`config.mk`:
```
export PLATFORM = sky130hd
export DESIGN_NAME = spi_rom_arbiter
export DESIGN_NICKNAME = d
export VERILOG_FILES = /design/src/rtl/spi_rom_arbiter.sv
export SDC_FILE = /design/constraint.sdc
export NUM_CORES = 1
export LEC_CHECK = 0
export BUFFER_PORTS_ARGS = -buffer_cell sky130_fd_sc_hd__buf_4
export CAP_MARGIN = 20
export CORE_MARGIN = 2
export CORE_UTILIZATION = 35
export CTS_CLUSTER_SIZE = 40
export DETAILED_ROUTE_END_ITERATION = 6
export GPL_TIMING_DRIVEN = 0
export PLACE_DENSITY = 0.57
export REMOVE_ABC_BUFFERS = 1
export SLEW_MARGIN = 20
export SYNTH_ARGS = -nofsm -noshare
export SYNTH_HDL_FRONTEND = slang
export SYNTH_SLANG_ARGS = --single-unit
```
`constraint.sdc`:
```
create_clock -name clk -period 2.4 [get_ports clk]
set_clock_uncertainty 0.15 [all_clocks]
set_input_delay 0.12 -clock clk [delete_from_list [all_inputs] [get_ports clk]]
set_output_delay 0.12 -clock clk [all_outputs]
set_load 0.01 [all_outputs]
```
`src/rtl/spi_rom_arbiter.sv`:
```
// Two-port read arbiter and SPI READ (0x03) sequencer for an M95xxx serial EEPROM.
// Define SPI_ROM_ARB_RR_EN for round-robin arbitration; otherwise port 0 has fixed priority.

module spi_rom_arbiter #(
  parameter int SCK_HALF   = 4,
  parameter int ADDR_BITS  = 16,
  parameter int DATA_BYTES = 2
) (
  input  logic                    clk,
  input  logic                    reset,
  input  logic                    req0,
  input  logic                    req1,
  input  logic [ADDR_BITS-1:0]    addr0,
  input  logic [ADDR_BITS-1:0]    addr1,
  output logic                    ack0,
  output logic                    ack1,
  output logic [8*DATA_BYTES-1:0] rdata0,
  output logic [8*DATA_BYTES-1:0] rdata1,
  output logic                    busy,
  output logic                    spi_clk_out,
  output logic                    mosi_out,
  output logic                    spi_en_out,
  input  logic                    miso
);

  localparam int TOTAL = 8 + ADDR_BITS + 8*DATA_BYTES;
  localparam int DW    = 8*DATA_BYTES;
  localparam int CNT_W = $clog2(2*SCK_HALF);
  localparam int BIT_W = $clog2(TOTAL);

  localparam logic [CNT_W-1:0] HALF_M1  = CNT_W'(SCK_HALF - 1);
  localparam logic [CNT_W-1:0] DESEL_M1 = CNT_W'(2*SCK_HALF - 1);
  localparam logic [BIT_W-1:0] LAST_BIT = BIT_W'(TOTAL - 1);

  typedef enum logic [1:0] {IDLE, SHIFT, CS_HOLD, CS_HIGH} state_t;

  state_t            state_q, state_d;
  logic [CNT_W-1:0]  cnt_q, cnt_d;
  logic [BIT_W-1:0]  bit_q, bit_d;
  logic [TOTAL-1:0]  tx_q, tx_d;
  logic [DW-1:0]     rx_q, rx_d;
  logic              winner_q, winner_d;
  logic              sck_q, sck_d;
  logic              mosi_q, mosi_d;
  logic              cs_n_q, cs_n_d;
  logic              busy_q, busy_d;
  logic              ack0_q, ack0_d;
  logic              ack1_q, ack1_d;
  logic [DW-1:0]     rdata0_q, rdata0_d;
  logic [DW-1:0]     rdata1_q, rdata1_d;

  logic              any_req;
  logic              pick1;
  logic [TOTAL-1:0]  load_tx;

  assign any_req = req0 | req1;

`ifdef SPI_ROM_ARB_RR_EN
  // Pointer 0 favours port 0 on a tie; it flips on every grant.
  logic ptr_q;

  always_ff @(posedge clk or negedge reset) begin
    if (!reset)                         ptr_q <= 1'b0;
    else if (state_q == IDLE && any_req) ptr_q <= ~ptr_q;
  end

  assign pick1 = req1 && (!req0 || ptr_q);
`else
  assign pick1 = req1 && !req0;
`endif

  assign load_tx = {8'h03, (pick1 ? addr1 : addr0), {DW{1'b0}}};

  always_comb begin
    // NOTE: every _d gets a default before the case so no path leaves it unassigned (no latches).
    state_d  = state_q;
    cnt_d    = cnt_q;
    bit_d    = bit_q;
    tx_d     = tx_q;
    rx_d     = rx_q;
    winner_d = winner_q;
    sck_d    = sck_q;
    mosi_d   = mosi_q;
    cs_n_d   = cs_n_q;
    busy_d   = busy_q;
    ack0_d   = 1'b0;
    ack1_d   = 1'b0;
    rdata0_d = rdata0_q;
    rdata1_d = rdata1_q;

    unique case (state_q)
      IDLE: begin
        if (any_req) begin
          winner_d = pick1;
          tx_d     = load_tx;
          mosi_d   = load_tx[TOTAL-1];
          bit_d    = LAST_BIT;
          cnt_d    = HALF_M1;
          sck_d    = 1'b0;
          cs_n_d   = 1'b0;
          busy_d   = 1'b1;
          state_d  = SHIFT;
        end
      end

      SHIFT: begin
        if (cnt_q != '0) begin
          cnt_d = cnt_q - CNT_W'(1);
        end else begin
          cnt_d = HALF_M1;
          if (!sck_q) begin
            // Rising SCK edge: the EEPROM's bit has been stable for the whole low phase.
            sck_d = 1'b1;
            rx_d  = {rx_q[DW-2:0], miso};
          end else begin
            sck_d = 1'b0;
            if (bit_q == '0) begin
              state_d = CS_HOLD;
            end else begin
              bit_d  = bit_q - BIT_W'(1);
              tx_d   = {tx_q[TOTAL-2:0], 1'b0};
              mosi_d = tx_q[TOTAL-2];
            end
          end
        end
      end

      CS_HOLD: begin
        if (cnt_q != '0) begin
          cnt_d = cnt_q - CNT_W'(1);
        end else begin
          cs_n_d  = 1'b1;
          cnt_d   = DESEL_M1;
          state_d = CS_HIGH;
          if (winner_q) begin
            ack1_d   = 1'b1;
            rdata1_d = rx_q;
          end else begin
            ack0_d   = 1'b1;
            rdata0_d = rx_q;
          end
        end
      end

      CS_HIGH: begin
        if (cnt_q != '0) begin
          cnt_d = cnt_q - CNT_W'(1);
        end else begin
          busy_d  = 1'b0;
          state_d = IDLE;
        end
      end

      default: state_d = IDLE;
    endcase
  end

  // NOTE: sequential state uses non-blocking assignments so all registers update together.
  always_ff @(posedge clk or negedge reset) begin
    if (!reset) begin
      state_q  <= IDLE;
      cnt_q    <= '0;
      bit_q    <= '0;
      tx_q     <= '0;
      rx_q     <= '0;
      winner_q <= 1'b0;
      sck_q    <= 1'b0;
      mosi_q   <= 1'b0;
      cs_n_q   <= 1'b1;
      busy_q   <= 1'b0;
      ack0_q   <= 1'b0;
      ack1_q   <= 1'b0;
      rdata0_q <= '0;
      rdata1_q <= '0;
    end else begin
      state_q  <= state_d;
      cnt_q    <= cnt_d;
      bit_q    <= bit_d;
      tx_q     <= tx_d;
      rx_q     <= rx_d;
      winner_q <= winner_d;
      sck_q    <= sck_d;
      mosi_q   <= mosi_d;
      cs_n_q   <= cs_n_d;
      busy_q   <= busy_d;
      ack0_q   <= ack0_d;
      ack1_q   <= ack1_d;
      rdata0_q <= rdata0_d;
      rdata1_q <= rdata1_d;
    end
  end

  assign ack0        = ack0_q;
  assign ack1        = ack1_q;
  assign rdata0      = rdata0_q;
  assign rdata1      = rdata1_q;
  assign busy        = busy_q;
  assign spi_clk_out = sck_q;
  assign mosi_out    = mosi_q;
  assign spi_en_out  = cs_n_q;

endmodule
```
==> results.py <==
metrics = {
    "run_status": {
        "status": "finished, final reports clean",
    },
    "setup_path": {
        "crit_arrival_ns": 2.36,
        "ff2ff_path_depth": 7,
        "rrSetupSlack_ns": 0.10,
        "cp-start-kind": "flop",
        "critPathKind": "flop to flop",
        "crit_path_end": "tx_q[21]$_DFFE_PN0P_",
        "r2r_end": "tx_q[21]$_DFFE_PN0P_",
        "crit_path_end_kind": "flop",
        "crit_required_ns": 2.47,
        "timing.rr.start": "cnt_q[0]$_DFFE_PN0P_",
        "critPathLaunch": "cnt_q[0]$_DFFE_PN0P_",
        "cp_max_fo": 10,
    },
    "clock_network": {
        "clk_latency_ns": 0.34,
        "cts.sinks": 89,
        "ctsLongestPathBuffers": 2,
        "htreeDepth": 3,
        "root_buffer": "clkbuf_16",
        "cts_buffers": 9,
        "cts_tree": "built",
        "clk_pin_slew_ns": 0.06,
    },
    "min_path": {
        "hold_start": "addr1[0]",
        "min_path_type": "input pin to flop",
    },
    "pwr": {
        "pwr-share-clk": 0.468,
        "sw_frac_of_total": 0.218,
        "ir_worst_vdd_v": 0.000346,
        "p_per_area_nw_per_um2": 577,
        "pwr-share-comb": 0.037,
        "power.internal_uw": 2380,
        "p_leak_uw": 0.00265,
        "pwr-share-seq": 0.495,
        "p_total_uw": 3050,
        "switchingPower_uw": 663,
    },
    "logic_synthesis": {
        "synth_compound_area_frac": 0.0946,
        "synth_ff_type": "dfrtp_1",
        "synth.area.top_cells": "dfrtp_1 53%, mux2_2 14%, mux2_4 5.5%",
        "synth-simple-area-share": 0.0640,
        "synthXorXnorAreaFrac": 0,
        "synth_commonest_cells": "88 x dfrtp_1, 50 x mux2_2, 23 x o21ai_0",
        "ys_async_sr_fraction": 1.00,
        "synth-seq-cells": 89,
        "synthCells": 317,
        "synth_warnings": 0,
        "synth.distinct_cells": 41,
        "synth_most_common_cell": "dfrtp_1",
        "netlist_area_um2": 4130,
        "synthAdderAreaFrac": 0.0273,
        "synth_top_cell_by_area": "dfrtp_1",
        "synth_top_area_frac": 0.534,
        "synth.area.mux_share": 0.240,
        "avgSynthCellArea_um2": 13.0,
        "synth_top_family_by_area": "multiplexers",
        "synth_enable_flop_cells": 0,
        "ys_seq_area_frac": 0.540,
    },
    "sta": {
        "tightestPinTransition_ns": 0.983,
        "final_hold_viol_count": 0,
        "setup_viol": 0,
        "fmax_mhz": 436,
        "finalCritPeriodShare": 0.956,
        "final_max_slew_viol_count": 0,
        "period_needed_ns": 2.30,
        "maxSlewHeadroom": 0.345,
    },
    "floorplanning": {
        "fp.dieArea_um2": 12700,
        "coreArea_um2": 11500,
        "io_pins": 75,
        "die_w_um": 113,
        "rows": 39,
        "start_util": 0.360,
        "die_y_um": 113,
    },
    "global_route": {
        "grt.total_usage": 0.137,
        "antenna_found_initial": 0,
        "grt_overflow_total": 0,
        "grt_pass1_wl_mm": 13.9,
        "grt_pass1_vias": 2730,
        "grt_max_degree": 90,
    },
    "place": {
        "port-buffer-count": 74,
        "gp_congestion": 0.736,
        "dp.final_hpwl_mm": 5.31,
        "dp.cells": 518,
    },
    "drt": {
        "first_iter_violations": 90,
        "vias_per_cell": 4.96,
        "ant_nets": 0,
        "dr.pass1.iters": 4,
        "num_vias": 2709,
        "drt_wl_total_mm": 8.38,
        "wire_per_inst_um": 15.3,
        "drc": 0,
    },
    "final_layout": {
        "layout-drive-gt1-share": 0.447,
        "fin_nets": 444,
        "syn_to_final_growth_pct": 28.0,
        "finalNonFillerCells": 546,
        "diodes": 0,
    },
    "run": {
        "drv_cap": 0,
    },
}
## state kept, by name, indices dropped and copies added, names as in the netlist, 2 cells and up
| signal | count |
|---|---|
| tx_q | 23 |
| bit_q | 6 |
| state_q | 2 |
| rdata0 | 16 |
| rdata1 | 16 |
| cnt_q | 3 |
| rx_q | 16 |
## critical path, stage by stage (launching register included)
cell and delay (ns):
dfrtp_1 0.40, inv_1 0.09, ha_1 0.22, nand2b_2 0.17
a2111oi_4 0.42, buf_4 0.19, a21o_4 0.22, mux2_4 0.31
## placed cells by master, fill, tap and decap left out, drive strengths merged, types with 2 or more instances in the layout
cell | Yosys | routed
a21oi | 11 | 11
nor3b | 2 | 2
dlygate4sd3 | 0 | 4
nand3 | 2 | 2
clkinv | 0 | 3
buf | 10 | 81
a22o | 9 | 9
dfrtp | 88 | 88
nor2b | 2 | 2
nor3 | 5 | 5
ha | 9 | 9
nand2 | 19 | 19
mux2i | 20 | 20
o22a | 2 | 2
nor2 | 12 | 12
nand4 | 2 | 2
o21ai | 23 | 23
a22oi | 3 | 3
nand2b | 3 | 3
clkbuf | 6 | 10
mux2 | 65 | 65
a21o | 1 | 2
inv | 12 | 14
## metrics by stage
| step | hold WS (ns) | area [um2] | utilization | setup WS, ns | TNS [ns] |
|---|---|---|---|---|---|
| 6_report | 0.00770 | 5280 | 0.461 | 0.105 | 0 |
| 5_1_grt | 0.0434 | 5280 | 0.461 | -0.00515 | -0.00590 |
| 4_1_cts | 0.00367 | 5220 | 0.455 | -0.0135 | -0.0640 |
| 3_5_place_dp | 0.0974 | 4780 | 0.416 | -0.579 | -24.40 |
| 3_3_place_gp | 0.207 | 4760 | 0.415 | -1.37 | -43.64 |
| 2_1_floorplan | -0.326 | 4030 | - | -0.567 | -9.20 |
## worst min-delay path by stage
stage / slack [ns] / cells after the start / endpoint
after CTS: 0.004 / 4 / tx_q[16]$_DFFE_PN0P_
after detailed placement: 0.1 / 1 / tx_q[27]$_DFFE_PN0P_
final: 0.008 / 4 / tx_q[16]$_DFFE_PN0P_
after floorplan: -0.33 / 0 / ack0$_DFF_PN0_
after global placement: 0.21 / 2 / winner_q$_DFFE_PN0P_
after global routing: 0.04 / 4 / tx_q[16]$_DFFE_PN0P_
## cells by family after synthesis
kind of cell    count (synthesis)
compound gates                 56
fa+ha+maj                       9
buf+inv                        28
flops                          89
mux                            85
simple gates                   50
## what timing repair did
action	CTS	global route
hold buffers	4	0
endpoints found under the hold margin	90	0
pin swaps	3	1
endpoints found under the setup margin	70	59
buffers inserted	5	2
resized for setup	5	5
gates cloned	1	0
## power by group through the flow
stage          combinational [uW]  clock (uW)  sequential (uW)
2_1_floorplan                28.5           0             1540
3_3_place_gp                  110           0             1540
3_5_place_dp                  112           0             1540
4_1_cts                       116        1470             1510
5_1_grt                       126        1510             1510
6_report                      112        1430             1510
## cell type report
type	count	area [um2]
Fill cell	1029	6190
Sequential cell	89	2230
Multi-Input combinational cell	201	1830
Timing Repair Buffer	85	697
Clock buffer	10	229
Tap cell	143	179
Clock inverter	6	73.8
Inverter	12	45.0
## per-layer routing
| metal | vias up | share of wire | GRT usage |
|---|---|---|---|
| met5 | - | 0 | 0 |
| met4 | 0 | 0.022 | 0.0659 |
| met3 | 13 | 0.021 | 0.0200 |
| met2 | 37 | 0.49 | 0.208 |
| met1 | 1361 | 0.47 | 0.192 |
| li1 | 1298 | - | - |
Note: power is estimated with default switching activity, not from simulation.
